===== src/rtl/axis_pkg.sv =====
// Shared definitions for the AXI4-Stream receive stage: default widths,
// the stored beat layout and the derived pointer width.
package axis_pkg;

    localparam int DEFAULT_DATA_W = 32;
    localparam int DEFAULT_DEPTH  = 4;

    // Pointer index width for the default depth; the wrap bit sits above it
    localparam int DEFAULT_PTR_W  = $clog2(DEFAULT_DEPTH);

    // One stored beat at the default width: frame-end flag above the payload
    typedef struct packed {
        logic                      last;
        logic [DEFAULT_DATA_W-1:0] data;
    } axis_beat_t;

endpackage


===== src/rtl/axis_fifo_mem.sv =====
// Beat storage: DEPTH x W register array, one synchronous write port and
// one asynchronous read port so the head entry is visible show-ahead.
module axis_fifo_mem #(
    parameter int W     = 33,
    parameter int DEPTH = 4,
    parameter int AW    = $clog2(DEPTH)
) (
    input  logic          aclk,
    input  logic          we,
    input  logic [AW-1:0] waddr,
    input  logic [W-1:0]  wdata,
    input  logic [AW-1:0] raddr,
    output logic [W-1:0]  rdata
);

    logic [W-1:0] mem [DEPTH];

    // Store the incoming beat; contents are deliberately left unreset
    always_ff @(posedge aclk) begin
        if (we) begin
            mem[waddr] <= wdata;
        end
    end

    assign rdata = mem[raddr];

endmodule


===== src/rtl/axis_s.sv =====
// AXI4-Stream slave receive stage: accepts beats into a small show-ahead
// FIFO, presents the head to a local pop interface and counts completed
// frames as their tlast beat is popped.
module axis_s
    import axis_pkg::*;
#(
    parameter int DATA_W = DEFAULT_DATA_W,
    parameter int DEPTH  = DEFAULT_DEPTH,
    parameter int CNT_W  = 16
) (
    input  logic                     aclk,
    input  logic                     areset,
    input  logic                     tvalid,
    output logic                     tready,
    input  logic [DATA_W-1:0]        tdata,
    input  logic                     tlast,
    input  logic                     rd_en,
    output logic [DATA_W-1:0]        rd_data,
    output logic                     rd_last,
    output logic                     empty,
    output logic [$clog2(DEPTH):0]   level,
    output logic                     frame_done,
    output logic [CNT_W-1:0]         frame_cnt
);

    localparam int AW = $clog2(DEPTH);

    logic [AW:0]       wr_ptr_reg;
    logic [AW:0]       rd_ptr_reg;
    logic [AW:0]       level_w;
    logic              full;
    logic              wr;
    logic              rd;
    logic [DATA_W:0]   head_beat;
    logic [DATA_W:0]   hold_reg;
    logic              frame_done_reg;
    logic [CNT_W-1:0]  frame_cnt_reg;

    // Occupancy comes from the wrap-bit pointer difference, so it is purely registered
    assign level_w = wr_ptr_reg - rd_ptr_reg;
    assign full    = (level_w == (AW+1)'(DEPTH));
    assign empty   = (level_w == '0);
    assign level   = level_w;

    assign tready  = ~full & ~areset;
    assign wr      = tvalid & tready;
    assign rd      = rd_en & ~empty;

    axis_fifo_mem #(
        .W     (DATA_W + 1),
        .DEPTH (DEPTH),
        .AW    (AW)
    ) u_mem (
        .aclk  (aclk),
        .we    (wr),
        .waddr (wr_ptr_reg[AW-1:0]),
        .wdata ({tlast, tdata}),
        .raddr (rd_ptr_reg[AW-1:0]),
        .rdata (head_beat)
    );

    // While empty the consumer sees the last popped beat (zero after reset)
    assign rd_data = empty ? hold_reg[DATA_W-1:0] : head_beat[DATA_W-1:0];
    assign rd_last = empty ? hold_reg[DATA_W]     : head_beat[DATA_W];

    // Advance write and read pointers on their handshakes
    always_ff @(posedge aclk or posedge areset) begin
        if (areset) begin
            wr_ptr_reg <= '0;
            rd_ptr_reg <= '0;
        end else begin
            if (wr) begin
                wr_ptr_reg <= wr_ptr_reg + 1'b1;
            end
            if (rd) begin
                rd_ptr_reg <= rd_ptr_reg + 1'b1;
            end
        end
    end

    // Capture each popped beat so the outputs hold steady once drained
    always_ff @(posedge aclk or posedge areset) begin
        if (areset) begin
            hold_reg <= '0;
        end else if (rd) begin
            hold_reg <= head_beat;
        end
    end

    // Pulse frame_done and bump the wrapping frame counter when a tlast beat is popped
    always_ff @(posedge aclk or posedge areset) begin
        if (areset) begin
            frame_done_reg <= 1'b0;
            frame_cnt_reg  <= '0;
        end else begin
            frame_done_reg <= rd & head_beat[DATA_W];
            if (rd & head_beat[DATA_W]) begin
                frame_cnt_reg <= frame_cnt_reg + CNT_W'(1);
            end
        end
    end

    assign frame_done = frame_done_reg;
    assign frame_cnt  = frame_cnt_reg;

endmodule


===== config.mk =====
export PLATFORM = sky130hd
export DESIGN_NAME = axis_s
export DESIGN_NICKNAME = d
export VERILOG_FILES = /design/src/rtl/axis_pkg.sv /design/src/rtl/axis_fifo_mem.sv /design/src/rtl/axis_s.sv
export SDC_FILE = /design/constraint.sdc
export NUM_CORES = 1
export LEC_CHECK = 0
export BUFFER_PORTS_ARGS = -buffer_cell sky130_fd_sc_hd__buf_2
export CAP_MARGIN = 20
export CORE_MARGIN = 2
export CORE_UTILIZATION = 30
export DETAILED_ROUTE_END_ITERATION = 7
export GPL_ROUTABILITY_DRIVEN = 1
export GPL_TIMING_DRIVEN = 0
export PLACE_DENSITY_LB_ADDON = 0.25
export SLEW_MARGIN = 20
export SYNTH_ARGS = -nofsm -noshare
export SYNTH_HDL_FRONTEND = slang
export SYNTH_HIERARCHICAL = 1
export SYNTH_SLANG_ARGS = --single-unit

===== constraint.sdc =====
create_clock -name aclk -period 5.65 [get_ports aclk]
set_input_delay 0.8475 -clock aclk [delete_from_list [all_inputs] [get_ports aclk]]
set_output_delay 0.8475 -clock aclk [all_outputs]
set_load 0.03 [all_outputs]

==> impl_metrics.toml, run 1 <==
[sta]
hold_violations = 0
max_freq_mhz = 239.0
finalCriticalPeriod_ns = 4.185
fin_setup_tns_ns = 0
maxSlewHeadroom_pct = 60.76
finalSetupViolCount = 0
worst_slew_pin_slew_ns = 0.5880
skew_ns = 0.006557
fin_ws_ns = 1.465
fin_crit_sh_pct = 74.06
drv_slew = 0
whs_ns = 0.3219
rsz0062_at_grt = "false"

[min_path]
hp-class = "input port to async pin"

[synthesis]
synth_warnings = 6
syn-cell-area_sq_mm = 0.007589
synth.area.mux_share_pct = 19.88
ys_top_cells_by_count = "edfxtp_1 (132), mux2_2 (65), dfrtp_1 (56)"
yosys_most_used_dff = "edfxtp_1"
synth_compound_area_share_pct = 0.5606
synth_top_area_share_pct = 52.23
synth_xor_area_share_pct = 2.556
synth_cells = 378
synthAdderAreaFrac_pct = 0.9233
synthTopCellsByArea = "edfxtp_1 (52%), dfrtp_1 (18%), mux2_2 (9.6%)"
yosys.area.top_type = "edfxtp_1"
synth_top_family_by_area = "multiplexers"
synth-edff-count = 132
ys_seq_area_share_pct = 70.70
postSynthAreaPerCell_sq_um = 20.08
yosys.area_share.simple_pct = 2.803
ys_types = 34
async_reset_ff_share_pct = 29.79
synth_seq_cells = 188
yosysMostFrequentCell = "edfxtp_1"
syn_nets = 420

[placement]
place_area_sq_mm = 0.008597
placed_cells = 808
dpl_worst_slack_ns = 1.886
post-dp-hpwl_um = 10360
place.gp.congestion = 0.7652
numPortBuffers = 91

[detailed_routing]
vias_per_cell = 4.526
drtIter0Drc = 254
drc_errors = 0
routed_wl_um = 15520
vias = 3802
post_drt_wl_per_cell_um = 18.47
ant_nets = 0
dr.pass1.iters = 4

[setup_path]
slowest_delay_ns = 0.49
slowest_stage = "nor2_2"
critPathBufInv = 3
critPathTopFamily = "adder cells"
path_class = "flop to output port"
regToRegSetupSlack_ns = 2.21
path_max_fanout = 10
end_kind = "output port"
cp_cell_sequence = "inv_1 -> ha_1 -> fa_1 -> xor3_4 -> nor2_2 -> buf_4 -> mux2_2 -> buf_2"
rr_worst_depth = 11
required_ns = 4.80
r2r-start = "wr_ptr_reg[0]"
timing.rr.end = "u_mem/mem[0][3]"
cp_data_arrival_time_ns = 3.34
crit_path_start_kind = "flop"

[power_and_ir_drop]
peakVddDrop_mv = 0.1770
power.density_mw_per_mm2 = 647.7
total_power_mw = 5.950
power.leakage_nw = 3.473

[run_status]
status = "completed"

[global_route]
grt_max_degree = 50
antenna_found_initial = 2
grt_first_pass_wirelength_um = 23540
grt_pass1_vias = 4076
grt_usage_pct = 12.26
grt-ovfl-total = 0

[cells_and_area]
largest_reg_flops = 132
n_fill_cell = 2333
fin_area_sq_mm = 0.009186
antenna_cells = 0
postLayoutCoreUtil_pct = 36.69
final_layout_size_suffix_gt1_share_pct = 48.63
ff_latch_area_sq_mm = 0.005365
instances_no_fill = 840
final_nets = 539
multiInputGateArea_sq_mm = 0.002037
syn_to_final_growth_pct = 21.06

[job]
maxCapViolCount = 0

[floorplan]
coreArea_sq_mm = 0.02504
ios = 92
dieWidth_um = 163.0
start_util_pct = 30.31
fp.dieH_um = 163.0
dieArea_sq_mm = 0.02658
rows = 58

[clock_network]
cts_buffers = 17
cts.path.max_buffers = 2
clock_sinks = 188
cts_tree = "yes"
clkLatencyLatePin_ns = 0.43
clk_pin_slew_ns = 0.07
cts.htree.levels = 4
hold_buffers = 0
cts_setup_buffers = 0
cts_resized = 0
cts-root-buf = "clkbuf_16"
-- per-layer routing --
layer / up-vias / share of wire (%) / track usage, %
li1: 1729 / - / -
met1: 1981 / 43 / 14.66
met2: 73 / 52 / 21.34
met3: 15 / 4.3 / 3.276
met4: 4 / 1.3 / 4.344
met5: - / 0.17 / 0
-- how the worst max path moves through the flow --
stage	slack, ns	from	endpoint	cells after the start
global placement	-1.82	wr_ptr_reg[0]	u_mem/mem[0][6]	8
global route	1.33	wr_ptr_reg[0]	rd_data[21]	8
detailed placement	1.89	wr_ptr_reg[0]	rd_data[21]	8
floorplan	0.26	wr_ptr_reg[0]	u_mem/mem[0][0]	8
finish	1.47	wr_ptr_reg[0]	rd_data[21]	8
CTS	1.40	wr_ptr_reg[0]	rd_data[21]	8
-- cells by family after synthesis --
family / count (synthesis)
AND/OR/NAND/NOR: 37
multiplexers: 100
adder cells (fa/ha/maj): 5
XOR/XNOR: 20
buffers and inverters: 23
flip-flops: 188
AO/OA/AOI/OAI: 5
-- cells in the final DEF (no fill, tap or decap), types with 2 or more instances in the layout --
| cell | Yosys | routed |
|---|---|---|
| edfxtp_1 | 132 | 132 |
| buf_2 | 3 | 94 |
| mux2_2 | 65 | 65 |
| dfrtp_1 | 56 | 56 |
| mux4_2 | 30 | 30 |
| clkbuf_16 | 0 | 17 |
| xor2_1 | 12 | 12 |
| nand2_1 | 8 | 8 |
| buf_6 | 7 | 8 |
| xnor2_1 | 7 | 7 |
| inv_1 | 8 | 7 |
| buf_12 | 3 | 6 |
| nand3_1 | 5 | 5 |
| buf_4 | 1 | 5 |
| ha_1 | 4 | 4 |
| nor2_1 | 3 | 3 |
| and4_1 | 3 | 3 |
| nor4_1 | 3 | 3 |
| and3_1 | 4 | 3 |
| clkbuf_1 | 1 | 3 |
| clkinvlp_4 | 0 | 3 |
| inv_8 | 0 | 3 |
| inv_6 | 0 | 3 |
| mux4_1 | 3 | 3 |
| mux2_1 | 2 | 2 |
| nor2_2 | 2 | 2 |
| nand4_1 | 2 | 2 |
| nor3_1 | 2 | 2 |
| bufinv_16 | 0 | 2 |
| and3b_2 | 0 | 2 |
-- power by group --
part	leakage [nW]	total (mW)	switching [mW]	internal, mW
combinational	1.31	2.83	1.66	1.17
sequential	1.88	1.93	0.133	1.79
clock	0.280	1.20	0.531	0.665
-- cell type report --
type	instances	share of cell area [%]
timing repair buffer	100	6.361
inverter	8	0.3541
multi-input combinational	167	22.17
buffer	15	1.798
clock inverter	13	1.703
tap	330	4.495
clock buffer	19	4.713
sequential	188	58.40
Note: power is estimated with default switching activity, not from simulation.
==> run 2, diff against run 1 <==
==> constraint.sdc (replaced) <==
create_clock -name aclk -period 3.85 [get_ports aclk]
set_input_delay 0.5775 -clock aclk [delete_from_list [all_inputs] [get_ports aclk]]
set_output_delay 0.5775 -clock aclk [all_outputs]
set_load 0.03 [all_outputs]
==> run 2 against run 1 <==
Effect of this change:
- sequential power increased by 47%
- utilization increased by 0.14 points
- first-iteration DRC count increased by 9.4%
- via count increased by 0.89%
- critical endpoint unchanged
- largest cell class unchanged
==> impl_metrics.toml, run 2 (synthesis gave the netlist of run 1 again) <==
[global_route]
antenna_found_initial = 2
grt_pass1_vias = 4094
grt_first_pass_wirelength_um = 23890
grt-ovfl-total = 0
grt_usage_pct = 12.32
grt_max_degree = 43

[setup_path]
path_max_fanout = 10
path_class = "flop to output port"
regToRegSetupSlack_ns = 0.55
r2r-start = "wr_ptr_reg[0]"
crit_path_start_kind = "flop"
crit_path_end = "rd_data[21]"
rr_worst_depth = 9
crit_path_start = "wr_ptr_reg[0]"
cp_data_arrival_time_ns = 3.05
required_ns = 3.27
end_kind = "output port"
timing.rr.end = "u_mem/mem[3][22]"

[detailed_routing]
vias_per_cell = 4.567
routed_wl_um = 15390
routed-wl-met2_um = 8123
vias = 3836
wl_met1_um = 6380
post_drt_wl_per_cell_um = 18.32
drc_errors = 0
drtIter0Drc = 278
dr.pass1.iters = 4
top_layer = "met5"
dr_wl_met3_um = 632
ant_nets = 0

[placement]
place.gp.congestion = 0.7457
post-dp-hpwl_um = 10450
place_area_sq_mm = 0.008626
dpl_worst_slack_ns = 0.3136
numPortBuffers = 91

[floorplan]
dieWidth_um = 163.0
fp.dieH_um = 163.0
ios = 92
start_util_pct = 30.31
rows = 58
dieArea_sq_mm = 0.02658
coreArea_sq_mm = 0.02504

[clock_network]
clkLatencyLatePin_ns = 0.43
cts.path.max_buffers = 2
clock_sinks = 188
cts_buffers = 17
cts-root-buf = "clkbuf_16"
clk_pin_slew_ns = 0.08
cts_tree = "yes"
hold_buffers = 0
cts.htree.levels = 4

[power_and_ir_drop]
power.density_mw_per_mm2 = 948.3
peakVddDrop_mv = 0.3730
power.leakage_nw = 3.478
total_power_mw = 8.745

[job]
maxCapViolCount = 0

[min_path]
hp-class = "input port to async pin"

[cells_and_area]
final_nets = 538
layout_common_cells = "edfxtp_1 (132), buf_2 (94), mux2_2 (65)"
n_fill_cell = 2343
layout_commonest_cell = "edfxtp_1"
largest_reg_flops = 132
final_layout_size_suffix_gt1_share_pct = 48.72
fin_area_sq_mm = 0.009221
syn_to_final_growth_pct = 21.52

[sta]
max_freq_mhz = 275.9
drv_slew = 0
rsz0062_at_grt = "false"
fin_ws_ns = 0.2261
maxSlewHeadroom_pct = 59.34
finalSetupViolCount = 0
skew_ns = 0.01245
hold_violations = 0
fin_setup_tns_ns = 0
fin_crit_sh_pct = 94.13
whs_ns = 0.09672
worst_slew_pin_slew_ns = 0.6098
finalCriticalPeriod_ns = 3.624

[run_status]
status = "completed"
-- run 2: cell count changes in the layout (fill, tap and decap cells not counted), moves of 2 or more --
cell,previous run,this run
buf_12,6,3
buf_8,0,2
inv_8,3,5
buf_4,5,2
buf_16,1,4
-- run 2: worst min path at each step --
| stage | startpoint | to | slack [ns] |
|---|---|---|---|
| final | areset | hold_reg[27] | 0.1 |
| after floorplan | rd_ptr_reg[2] | rd_ptr_reg[2] | 0.44 |
| after CTS | areset | hold_reg[27] | 0.08 |
| after global placement | frame_cnt[15] | frame_cnt[15] | 0.46 |
| after detailed placement | rd_ptr_reg[2] | rd_ptr_reg[2] | 0.47 |
| after global routing | areset | hold_reg[26] | 0.09 |
-- run 2: where the power goes --
group	internal, mW	switching [mW]
Combinational	1.75	2.45
Clock	0.920	0.795
Sequential	2.63	0.199
-- run 2: area by class of cell --
cell class	count	area [sq um]	share of cell area, %
diodes	1	2.502	0.02714
flip-flops and latches	188	5365	58.18
clock inverters	14	151.4	1.642
well taps	330	412.9	4.478
clock buffers	18	429.2	4.654
repair buffers	99	614.3	6.662
multi-input cells	167	2048	22.21
plain buffers	15	165.2	1.791
inverters	8	32.53	0.3528
-- run 2: critical path: stages (launching register included) --
cell and delay [ns]:
dfrtp_1 0.50, inv_1 0.08, ha_1 0.21, fa_1 0.38, xor3_4 0.42, nor2_4 0.20, buf_4 0.25, mux2_2 0.39
buf_2 0.19
-- run 2: per-layer routing --
metal | GRT usage [%] | up-vias
met5 | 0 | -
met4 | 4.385 | 2
met3 | 2.946 | 19
met2 | 21.74 | 86
met1 | 14.70 | 1998
li1 | - | 1731
-- run 2: repair_timing --
action                                  CTS  global route
gates cloned                              0             0
endpoints found under the setup margin   27            13
gates resized for setup                   1             0
pin swaps                                 0             1
buffers inserted                          0             1
-- run 2: per-stage QoR --
step / cells / util, %
after floorplan: 378 / -
after global placement: 799 / 33.82
after detailed placement: 806 / 34.45
after CTS: 838 / 36.79
after global routing: 839 / 36.82
final: 840 / 36.83
==> run 3, diff against run 2 <==
--- a/config.mk
+++ b/config.mk
@@ -8,11 +8,12 @@
 export BUFFER_PORTS_ARGS = -buffer_cell sky130_fd_sc_hd__buf_2
 export CAP_MARGIN = 20
 export CORE_MARGIN = 2
-export CORE_UTILIZATION = 30
+export CORE_UTILIZATION = 58
 export DETAILED_ROUTE_END_ITERATION = 7
 export GPL_ROUTABILITY_DRIVEN = 1
 export GPL_TIMING_DRIVEN = 0
 export PLACE_DENSITY_LB_ADDON = 0.25
+export SKIP_LAST_GASP = 1
 export SLEW_MARGIN = 20
 export SYNTH_ARGS = -nofsm -noshare
 export SYNTH_HDL_FRONTEND = slang
==> run 3 against run 2 <==
Effect of this change:
- wire length shrank 14%
- register-to-register slack lost 0.08 ns
- cell area shrank 3.0%
- via count down 0.96%
- first-iteration DRC count decreased by 38%
- sequential share of layout area rose by 1.8 points
==> impl_metrics.toml, run 3 (synthesis gave the netlist of run 1 again) <==
[detailed_routing]
post_drt_wl_per_cell_um = 19.54
drtIter0Drc = 173
dr.pass1.iters = 6
ant_nets = 0
vias_per_cell = 5.587
drc_errors = 0
vias = 3799
routed_wl_um = 13290

[clock_network]
cts_tree = "yes"
cts.path.max_buffers = 2
cts_setup_buffers = 0
cts.htree.levels = 4
clkLatencyLatePin_ns = 0.42
clock_sinks = 188
cts_buffers = 17
cts-root-buf = "clkbuf_16"
clk_pin_slew_ns = 0.06

[floorplan]
fp.dieH_um = 118.4
ios = 92
coreArea_sq_mm = 0.01272
start_util_pct = 59.65
dieArea_sq_mm = 0.01402
rows = 41
dieWidth_um = 118.4

[cells_and_area]
layout_commonest_cell = "edfxtp_1"
final_nets = 536
postLayoutCoreUtil_pct = 70.31
largest_reg_flops = 132
layout_common_cells = "edfxtp_1 (132), buf_2 (94), mux2_2 (65)"
final_layout_size_suffix_gt1_share_pct = 46.75
n_fill_cell = 839
syn_to_final_growth_pct = 17.87

[power_and_ir_drop]
total_power_mw = 8.516
power.density_mw_per_mm2 = 952.1
peakVddDrop_mv = 0.4077
power.leakage_nw = 3.446

[sta]
finalCriticalPeriod_ns = 3.696
rsz0062_at_grt = "false"
finalSetupViolCount = 0
max_freq_mhz = 270.6
maxSlewHeadroom_pct = 46.23
skew_ns = 0.005717
worst_slew_pin_slew_ns = 0.8057
drv_slew = 0
hold_violations = 0
fin_crit_sh_pct = 96.00
fin_setup_tns_ns = 0

[setup_path]
slowest_stage = "dfrtp_1"
slowest_delay_ns = 0.49
cp_cell_sequence = "inv_1 -> ha_1 -> fa_1 -> xor3_4 -> nor2_4 -> buf_4 -> mux2_2 -> buf_2"
path_class = "flop to output port"
required_ns = 3.27
end_kind = "output port"
regToRegSetupSlack_ns = 0.47
rr_worst_depth = 9
path_max_fanout = 10
cp_data_arrival_time_ns = 3.12
r2r-start = "wr_ptr_reg[0]"
timing.rr.end = "u_mem/mem[0][18]"
crit_path_start_kind = "flop"

[global_route]
grt_max_degree = 39
grt-ovfl-total = 0
grt_usage_pct = 20.41
grt_first_pass_wirelength_um = 21050
grt_pass1_vias = 3872
antenna_found_initial = 1

[min_path]
hp-class = "input port to async pin"

[placement]
numPortBuffers = 91
post-dp-hpwl_um = 8556
place.gp.congestion = 0.7499

[job]
maxCapViolCount = 0

[run_status]
status = "completed"
==> run 3: cell types whose count changed in the layout (fill, tap and decap cells not counted), sizes merged <==
cell | previous run | this run
clkbuf | 19 | 31
inv | 15 | 8
clkinvlp | 4 | 0
buf | 113 | 111
clkinv | 2 | 1
==> run 3: power by group <==
part / leakage [nW] / switching, mW / internal, mW
registers: 1.88 / 0.197 / 2.63
logic: 1.30 / 2.36 / 1.72
clock network: 0.261 / 0.655 / 0.944
total: 3.45 / 3.22 / 5.30
==> run 3: through the flow <==
stage	cells	setup WS, ns	area, sq um	hold slack (ns)
detailed placement	647	0.3647	8398	0.4698
floorplan	378	0.009429	7600	0.4432
global route	680	0.02156	8945	0.1149
global placement	641	-0.1190	8270	0.4538
finish	680	0.1540	8945	0.1089
CTS	679	0.1061	8942	0.09914
==> run 3: cell type report <==
| type | count | area, sq um | share of cell area, % |
|---|---|---|---|
| Clock buffer | 30 | 504.2 | 5.637 |
| Timing Repair Buffer | 97 | 576.8 | 6.448 |
| Antenna cell | 1 | 2.502 | 0.02798 |
| Inverter | 8 | 32.53 | 0.3637 |
| Tap cell | 172 | 215.2 | 2.406 |
| Multi-Input combinational cell | 167 | 2048 | 22.90 |
| Sequential cell | 188 | 5365 | 59.98 |
| Buffer | 15 | 165.2 | 1.846 |
| Clock inverter | 2 | 35.03 | 0.3917 |
==> run 3: worst max-delay path by stage <==
| stage | slack (ns) | endpoint | from | depth (start not counted) |
|---|---|---|---|---|
| after global placement | -0.12 | u_mem/mem[0][8] | wr_ptr_reg[0] | 8 |
| after global routing | 0.02 | rd_data[23] | wr_ptr_reg[0] | 8 |
| after detailed placement | 0.36 | rd_data[21] | wr_ptr_reg[0] | 8 |
| final | 0.15 | rd_data[23] | wr_ptr_reg[0] | 8 |
| after CTS | 0.11 | rd_data[23] | wr_ptr_reg[0] | 8 |
| after floorplan | 0.009 | u_mem/mem[0][0] | wr_ptr_reg[0] | 8 |
==> run 3: what timing repair did <==
item | 4_1_cts | 5_1_grt
resized for setup | 1 | 0
hold endpoints to repair | 0 | 0
endpoints found under the setup margin | 17 | 0
hold buffers | 0 | 0
==> run 3: critical path, delay by kind of cell (launching register included) <==
kind	cells	cell delay [ns]
XOR/XNOR	1	0.39
multiplexers	1	0.37
flip-flops	1	0.49
AND/OR/NAND/NOR	1	0.32
adder cells (fa/ha/maj)	2	0.58
buffers and inverters	3	0.54
==> run 3: routing by layer <==
metal / part of all wire, % / wire length, um / global-route usage [%] / vias up
met2: 54 / 7119 / 34.83 / 82
met5: 0 / 0 / 0 / -
met1: 41 / 5384 / 25.09 / 1967
li1: - / - / - / 1735
met3: 4.7 / 618 / 5.454 / 15
met4: 1.3 / 167 / 7.813 / 0
